$ cat config.mk
export PLATFORM = sky130hd
export DESIGN_NAME = cache_fill_fsm
export DESIGN_NICKNAME = d
export VERILOG_FILES = /design/src/rtl/cache_fill_fsm.sv
export SDC_FILE = /design/constraint.sdc
export NUM_CORES = 1
export LEC_CHECK = 0
export ABC_AREA = 1
export CAP_MARGIN = 20
export CORE_MARGIN = 3
export CORE_UTILIZATION = 35
export CTS_CLUSTER_SIZE = 16
export DETAILED_ROUTE_END_ITERATION = 8
export HOLD_SLACK_MARGIN = 0.03
export MAX_ROUTING_LAYER = met4
export PLACE_DENSITY_LB_ADDON = 0.08
export SLEW_MARGIN = 40
export SYNTH_ARGS = -nofsm -noshare
export SYNTH_HDL_FRONTEND = slang
export SYNTH_SLANG_ARGS = --single-unit
export TNS_END_PERCENT = 20
$ cat constraint.sdc
create_clock -name clk -period 0.9 [get_ports clk]
set_clock_uncertainty 0.05 [all_clocks]
set_input_delay 0.18 -clock clk [delete_from_list [all_inputs] [get_ports clk]]
set_output_delay 0.18 -clock clk [all_outputs]
set_load 0.005 [all_outputs]
$ cat src/rtl/cache_fill_fsm.sv
// cache_fill_fsm: fetches an aligned cache block from memory word by word on a miss and strobes the cache data/tag arrays
module cache_fill_fsm #(
  parameter int ADDR_W = 16,
  parameter int DATA_W = 16,
  parameter int BLOCK_WORDS = 8
) (
  input  logic              clk,
  input  logic              rst,
  input  logic              miss_detected,
  input  logic [ADDR_W-1:0] miss_address,
  input  logic              memory_data_valid,
  output logic              mem_read_en,
  output logic [ADDR_W-1:0] mem_read_addr,
  output logic              fsm_busy,
  output logic [ADDR_W-1:0] memory_address,
  output logic              write_data_array,
  output logic              write_tag_array
);
  localparam int WB = $clog2(DATA_W / 8);
  localparam int OFF_W = $clog2(BLOCK_WORDS);
  localparam int BO = OFF_W + WB;
  localparam int CNT_W = OFF_W + 1;
  typedef enum logic {IDLE, FILL} state_t;
  state_t state;
  logic [ADDR_W-BO-1:0] base_hi;
  logic [CNT_W-1:0] issue_cnt;
  logic [CNT_W-1:0] recv_cnt;
  always_ff @(posedge clk or posedge rst) begin
    if (rst) begin
      state <= IDLE;
      base_hi <= '0;
      issue_cnt <= '0;
      recv_cnt <= '0;
    end else if (state == IDLE) begin
      if (miss_detected) begin
        state <= FILL;
        base_hi <= miss_address[ADDR_W-1:BO];
        issue_cnt <= '0;
        recv_cnt <= '0;
      end
    end else begin
      if (mem_read_en) issue_cnt <= issue_cnt + 1'b1;
      if (memory_data_valid) begin
        recv_cnt <= recv_cnt + 1'b1;
        if (write_tag_array) state <= IDLE;
      end
    end
  end
  // only the word-offset bits move; the block part never carries
  always_comb begin
    fsm_busy = state == FILL;
    mem_read_en = fsm_busy && issue_cnt < CNT_W'(BLOCK_WORDS);
    mem_read_addr = {base_hi, issue_cnt[OFF_W-1:0], {WB{1'b0}}};
    memory_address = {base_hi, recv_cnt[OFF_W-1:0], {WB{1'b0}}};
    write_data_array = fsm_busy && memory_data_valid;
    write_tag_array = write_data_array && recv_cnt == CNT_W'(BLOCK_WORDS - 1);
  end
endmodule

==> results of run 1 <==
what timing repair did:
action	CTS	global route
gates resized for setup	109	49
setup endpoints to repair	55	55
cloned	0	0
pin swaps	5	4
setup buffers	19	2
placed cells by master (no fill, tap or decap), types with 2 or more instances in the layout:
master	Yosys	layout
clkdlybuf4s50_1	0	15
nand2_2	1	5
dfrtp_1	21	21
nand2_1	50	43
buf_6	1	24
conb_1	1	2
o21ai_1	2	2
inv_1	4	3
nand3_2	0	3
clkbuf_2	0	22
a21oi_2	0	2
nand2_4	1	3
nor2_1	7	7
buf_2	0	4
buf_4	21	25
inv_6	0	2
clkbuf_4	0	3
inv_2	4	3
worst paths after layout:
path	from	endpoint	slack [ps]	cells past startpoint
min reg2reg	base_hi[11]	base_hi[11]	480	2
min in group clk	miss_address[15]	base_hi[11]	330	3
max	recv_cnt[0]	write_tag_array	-480	4
min	rst	base_hi[4]	120	3
max reg2reg	fsm_busy	recv_cnt[0]	-350	7
max in group asynchronous	rst	recv_cnt[0]	550	3
routing by layer:
| layer | GRT usage | routed length, um | vias up |
|---|---|---|---|
| li1 | - | - | 512 |
| met1 | 0.179 | 1020 | 463 |
| met2 | 0.256 | 1450 | 29 |
| met3 | 0.0319 | 132 | 7 |
| met4 | 0.0836 | 66 | 0 |
| met5 | - | 0 | - |
area by class of cell:
class	instances	area, um2	share of cell area
Clock buffer	4	26.3	0.0147
Inverter	8	40.0	0.0224
Multi-Input combinational cell	76	400	0.224
Sequential cell	21	526	0.294
Tap cell	31	38.8	0.0217
Timing Repair Buffer	91	758	0.424
flip-flops by register name, summed over array words and instances (netlist names):
signal / flops
base_hi: 12
recv_cnt: 4
issue_cnt: 4
fsm_busy: 1
power by group:
group | internal, mW | switching (mW) | total, mW
Combinational | 2.29 | 1.58 | 3.87
Sequential | 1.40 | 0.295 | 1.69
Clock | 0.173 | 0.298 | 0.472
through the flow:
step,instance area (um2),utilization
after global routing,1790,0.638
after CTS,1790,0.640
after global placement,1600,0.569
after floorplan,1060,-
after detailed placement,1600,0.569
final,1790,0.638
critical path, delay by kind of cell, from the launching register on:
kind          cells  cell delay (ps)
simple gates      2              150
fa+ha+maj         1              190
flops             1              380
buf+inv           1              110
cell families after synthesis:
| logic type | share of synthesized area |
|---|---|
| compound gates | 0.0285 |
| fa+ha+maj | 0.0237 |
| simple gates | 0.249 |
| buf+inv | 0.189 |
| xor+xnor | 0.00831 |
| flops | 0.498 |
| other cells | 0.00356 |
==> results.toml, run 1 <==
[pwr]
power_density_nw_per_um2 = 3370
peakVddDrop_uv = 1610
total_power_mw = 6.03
power_leakage_nw = 0.974

[grt]
overflow = 0
grt_use_total = 0.157
antenna_found_initial = 0
grt_pass1_wl_mm = 4.13
grt_max_degree = 22
grt_pass1_vias = 997

[floorplanning]
start_util = 0.376
die_x_um = 60.9
die_h_um = 60.9
fp.coreArea_um2 = 2810
rows = 19
dieArea_um2 = 3710
io_pins = 56

[critical_path]
slowest_delay_ps = 380
criticalPathCategory = "reg -> out"
end_kind = "primary output"
crit_slowest_cell = "dfrtp_1"
start_kind = "flop"
required_ps = 670
crit_chain = "ha_2 > nand3_2 > nor2_1 > buf_2"
arrival_ps = 1150
crit_fanout = 2

[synthesis]
yosys.area.top_type_share = 0.498
synth_area_um2 = 1050
synth_commonest_cells = "nand2_1, buf_4, dfrtp_1, nor2_1"
synth_cell_types = 18
yosysMostFrequentCell = "nand2_1"
ys_warn_count = 0
syn_inst = 126
synth_top_cells_by_area = "dfrtp_1, nand2_1, buf_4, nor2_1, ha_1"
synth_ff_type = "dfrtp_1"
synth_area_per_cell_um2 = 8.37
synthArstFlopShare = 1.00
ys_seq_elements = 21
yosys.area.top_type = "dfrtp_1"
ys_seq_area_frac = 0.498
synth-edff-count = 0

[sta]
rsz0062_at_grt = "yes"
hold_viol_final = 0
fin_tns_setup_ps = -14360
timing.final.ws_setup_ps = -482
max_freq_mhz = 724
maxSlewViolCount = 0
finalCritPeriodShare = 1.54
period_needed_ps = 1380
whs_ps = 120
finalSetupViolCount = 55

[worst_hold_path]
min_path_type = "in -> async"

[placed_design]
place_hpwl_mm = 1.83
routabilityCongestion = 0.805
io_buffers = 49
dp.cells = 207
dp_worst_setup_slack_ps = -680

[cts]
cts_buffers = 3
cts_buffer_depth = 2
clock-sinks = 21
htreeDepth = 1
cts_tree = "yes"
cts-root-buf = "clkbuf_4"
clkLatencyLatePin_ps = 310
holdBufCountCts = 0
clk_pin_slew_worst_paths_ps = 120

[cells_and_area]
diodes = 0
final_nets = 223
drive_gt1_frac = 0.495
area_growth_pct = 69.6
num-fill-cells = 255
final_cells = 231

[detailed_routing]
vias = 1011
drtIter0Drc = 29
wl_per_cell_um = 11.5
wl_mm = 2.67
drc = 0
ant_nets = 0
dr.pass1.iters = 4
via_per_inst = 4.38

[run_status]
status = "complete, but fails checks"
failed_checks = "setup timing"

[run]
maxCapViolCount = 0
Note: power is estimated with default switching activity, not from simulation.
==> run 2: changes to the inputs <==
Settings changed: CORE_UTILIZATION 35 to 30, DONT_BUFFER_PORTS from default to 1.
==> run 2 against run 1 <==
  * The flow still finishes with violations (setup timing)
  * Total power decreased by 25%
  * Non-clock buffer count shrank 55
  * Combinational power is 43% lower
  * Fmax rose by 6.7%
  * Wire length decreased by 16%
  * Highest routed layer unchanged
==> results.toml, run 2 (synthesized netlist as in run 1, its figures left out) <==
[sta]
hold_viol_final = 0
max_freq_mhz = 772
maxSlewViolCount = 0
timing.final.ws_setup_ps = -396
finalCritPeriodShare = 1.44
period_needed_ps = 1300
rsz0062_at_grt = "yes"
whs_ps = 54.1
finalSetupViolCount = 55

[detailed_routing]
drc = 0
via_per_inst = 4.31
ant_nets = 0
vias = 815
dr.pass1.iters = 4
wl_per_cell_um = 11.8
wl_mm = 2.23
drtIter0Drc = 12

[cts]
clk_pin_slew_worst_paths_ps = 120
clkLatencyLatePin_ps = 300
cts-root-buf = "clkbuf_4"
cts_buffer_depth = 2
cts_buffers = 3
htreeDepth = 1
clock-sinks = 21
cts_tree = "yes"

[grt]
overflow = 0
grt_pass1_wl_mm = 3.60
grt_use_total = 0.114
antenna_found_initial = 0
grt_pass1_vias = 796
grt_max_degree = 22

[floorplanning]
fp.coreArea_um2 = 3200
dieArea_um2 = 4260
io_pins = 56
rows = 20
start_util = 0.329
die_h_um = 65.3
die_x_um = 65.3

[critical_path]
end_kind = "primary output"
reg2reg_depth = 7
crit_chain = "ha_2 > nand3_2 > nor2_2"
crit_fanout = 2
cp_num_buf_inv = 0
ff2ff_setup_slack_ps = -300
cpLargestDelayFamily = "flip-flops"
timing.rr.start = "fsm_busy"
start_kind = "flop"
criticalPathCategory = "reg -> out"
arrival_ps = 1070
crit_slowest_cell = "dfrtp_1"
reg2reg_to = "recv_cnt[3]"
slowest_delay_ps = 380
cp-startpoint = "recv_cnt[0]"
required_ps = 670

[placed_design]
io_buffers = 0
place_hpwl_mm = 1.49
routabilityCongestion = 0.797

[worst_hold_path]
holdPathStages = 4
min-delay-start = "memory_data_valid"
min_path_type = "in -> reg"
min_to = "recv_cnt[2]"

[pwr]
p_seq_frac = 0.413
p_int_mw = 2.75
comb_power_share = 0.488
power_leakage_nw = 0.708
power_density_nw_per_um2 = 3200
peakVddDrop_uv = 1080
p_sw_frac = 0.396
pwr-share-clk = 0.099
p_switching_mw = 1.81

[run_status]
failed_checks = "setup timing"
status = "complete, but fails checks"

[cells_and_area]
final_nets = 168
utilization = 0.444
regMostFlops = "base_hi"
diodes = 0
top_regs = "base_hi: 12 flops, issue_cnt: 4 flops, recv_cnt: 4 flops"
drive_gt1_frac = 0.352
seqCellArea_um2 = 529
final_common_cell = "nand2_1"
largest_register_ffs = 12
area_growth_pct = 34.8
multiInputGateArea_um2 = 399
layout_common_cells = "nand2_1, dfrtp_1, dlygate4sd3_1"
num-fill-cells = 345

[run]
maxCapViolCount = 0
-- run 2: cell count changes in the layout (fill, tap and decap cells not counted), moves of 3 or more --
cell and change:
buf_2 -4, nand2_2 +5, clkbuf_2 -22, nand2_1 -4
buf_4 -14, dlygate4sd3_1 +14, dfrtp_1 -3, buf_6 -15
dfrtp_2 +3, clkdlybuf4s50_1 -15
-- run 2: what timing repair did --
item / CTS / global route
pin swaps: 7 / 10
hold endpoints to repair: 35 / 0
buffers inserted: 8 / 2
cloned: 1 / 0
hold buffers: 14 / 0
resized for setup: 29 / 12
endpoints found under the setup margin: 55 / 55
-- run 2: worst min-delay path: cells and delay by family --
kind,cells,cell delay [ps]
and+or+nand+nor,2,120
AOI/OAI and AO/OA,1,50
buffers and inverters,1,40
-- run 2: area by class of cell --
| cell class | count | area share |
|---|---|---|
| multi-input cells | 76 | 0.281 |
| repair buffers | 36 | 0.258 |
| well taps | 44 | 0.0387 |
| clock buffers | 4 | 0.0185 |
| inverters | 8 | 0.0317 |
| flip-flops and latches | 21 | 0.372 |
-- run 2: how the worst max path moves through the flow --
stage | to | slack, ps | depth (start not counted)
floorplan | fsm_busy | -110 | 4
global placement | issue_cnt[0] | -120 | 5
detailed placement | fsm_busy | -130 | 4
CTS | write_tag_array | -440 | 3
global route | write_tag_array | -470 | 3
finish | write_tag_array | -400 | 3
-- run 2: per-layer routing --
metal | track usage | part of all wire
met5 | - | 0
met3 | 0.0308 | 0.065
met1 | 0.130 | 0.41
met2 | 0.185 | 0.52
met4 | 0.0544 | 0.0063
-- run 2: power groups by stage --
stage	combinational, mW	sequential, mW	clock, mW
after floorplan	1.49	1.78	0
after global placement	1.43	1.86	0
after detailed placement	1.46	1.88	0
after CTS	2.13	1.87	0.495
after global routing	2.51	1.96	0.524
final	2.22	1.88	0.452
-- run 2: metrics by stage --
step           setup TNS, ps  setup slack (ps)  std cells  instance area, um2  power (mW)
5_1_grt               -11950              -466        189                1420        5.00
6_report               -9160              -396        189                1420        4.55
3_3_place_gp           -2330              -123        161                1030        3.29
4_1_cts                -9990              -442        188                1380        4.50
2_1_floorplan          -1580              -111        127                1060        3.27
3_5_place_dp           -2470              -129        161                1030        3.34
==> run 3: changes to the inputs <==
==> constraint.sdc (replaced) <==
create_clock -name clk -period 0.9 [get_ports clk]
set_clock_uncertainty 0.05 [all_clocks]
set_input_delay 0.225 -clock clk [delete_from_list [all_inputs] [get_ports clk]]
set_output_delay 0.225 -clock clk [all_outputs]
set_load 0.005 [all_outputs]
==> run 3 against run 2 <==
  * The run still ends with setup timing left
  * Wire length is 7.4% higher
  * Via count is 2.2% higher
  * Critical path type unchanged
  * Largest power group unchanged
  * Total power is 3.2% higher
  * First-iteration DRC count grew to 4.4 times the previous value
  * Largest cell class unchanged
==> results.toml, run 3 (synthesized netlist as in run 1, its figures left out) <==
[run_status]
status = "complete, but fails checks"
failed_checks = "setup timing"

[grt]
grt_use_total = 0.123
overflow = 0
grt_max_degree = 22
grt_pass1_vias = 846
antenna_found_initial = 0
grt_pass1_wl_mm = 3.87

[floorplanning]
io_pins = 56
die_x_um = 65.3
start_util = 0.329
die_h_um = 65.3
dieArea_um2 = 4260
fp.coreArea_um2 = 3200
rows = 20

[detailed_routing]
wl_per_cell_um = 12.5
wl_mm = 2.39
ant_nets = 0
dr.pass1.iters = 4
drtIter0Drc = 53
vias = 833
drc = 0
via_per_inst = 4.36

[worst_hold_path]
min_to = "recv_cnt[3]"
min_path_type = "in -> reg"
holdPathStages = 3
min-delay-start = "miss_detected"

[cells_and_area]
layout_common_cells = "nand2_1, dfrtp_1, buf_4"
regMostFlops = "base_hi"
final_common_cell = "nand2_1"
utilization = 0.449
top_regs = "base_hi: 12 flops, issue_cnt: 4 flops, recv_cnt: 4 flops"
drive_gt1_frac = 0.374
area_growth_pct = 36.3
diodes = 0
largest_register_ffs = 12
final_cells = 191
final_nets = 170
num-fill-cells = 364

[sta]
period_needed_ps = 1350
hold_viol_final = 0
maxSlewViolCount = 0
whs_ps = 47.8
max_freq_mhz = 742
finalSetupViolCount = 55
finalCritPeriodShare = 1.50
timing.final.ws_setup_ps = -448
rsz0062_at_grt = "yes"

[pwr]
power_leakage_nw = 0.717
power_density_nw_per_um2 = 3270
peakVddDrop_uv = 1020

[critical_path]
reg2reg_to = "base_hi[9]"
required_ps = 620
start_kind = "flop"
crit_fanout = 2
reg2reg_depth = 7
end_kind = "primary output"
criticalPathCategory = "reg -> out"
ff2ff_setup_slack_ps = -340
timing.rr.start = "fsm_busy"
arrival_ps = 1070

[cts]
cts-root-buf = "clkbuf_4"
clk_pin_slew_worst_paths_ps = 130
cts_tree = "yes"
htreeDepth = 1
clkLatencyLatePin_ps = 310
cts_buffer_depth = 2
cts_buffers = 3
clock-sinks = 21

[placed_design]
routabilityCongestion = 0.775
dp.cells = 164
io_buffers = 0
place_hpwl_mm = 1.58

[run]
maxCapViolCount = 0
## run 3: critical path: stages (launching register included)
cell	delay, ps
dfrtp_1	380
ha_2	190
nand3_2	70
nor2_2	120
## run 3: worst max-delay path by stage
stage	slack, ps	endpoint	cells after the start	from
final	-450	write_tag_array	3	recv_cnt[0]
after global routing	-520	write_tag_array	3	recv_cnt[0]
after CTS	-460	write_tag_array	3	recv_cnt[0]
after detailed placement	-150	base_hi[0]	5	fsm_busy
after global placement	-140	issue_cnt[0]	5	fsm_busy
after floorplan	-130	write_tag_array	3	recv_cnt[0]
## run 3: layer usage
layer	track usage	part of all wire	wire, um	up-vias
met1	0.129	0.40	947	400
met3	0.0308	0.060	144	4
met5	-	0	0	-
met2	0.216	0.53	1270	25
li1	-	-	-	404
met4	0.0544	0.013	31	0
## run 3: report_power, final
part / switching (mW) / total [mW] / internal, mW
Clock: 0.306 / 0.480 / 0.173
Combinational: 1.12 / 2.35 / 1.24
Sequential: 0.459 / 1.87 / 1.41
## run 3: area by class of cell
| cell class | count | area (um2) | area share |
|---|---|---|---|
| Clock buffer | 4 | 26.3 | 0.0183 |
| Inverter | 8 | 55.1 | 0.0383 |
| Multi-Input combinational cell | 76 | 404 | 0.281 |
| Sequential cell | 21 | 529 | 0.368 |
| Tap cell | 44 | 55.1 | 0.0383 |
| Timing Repair Buffer | 38 | 368 | 0.256 |
## run 3: timing repair
item | CTS | global route
setup buffers | 7 | 3
hold buffers | 13 | 0
hold endpoints to repair | 33 | 0
pin swaps | 7 | 9
setup endpoints to repair | 55 | 55
gates resized for setup | 22 | 18
## run 3: metrics by stage
step                      total power, mW  TNS (ps)  instance area [um2]  setup WS (ps)
after global placement               3.41     -2780                 1070           -138
after detailed placement             3.45     -3100                 1070           -154
after global routing                 5.13    -14830                 1440           -517
final                                4.70    -12460                 1440           -448
after CTS                            4.43    -10860                 1350           -459
after floorplan                      3.30     -1600                 1070           -133
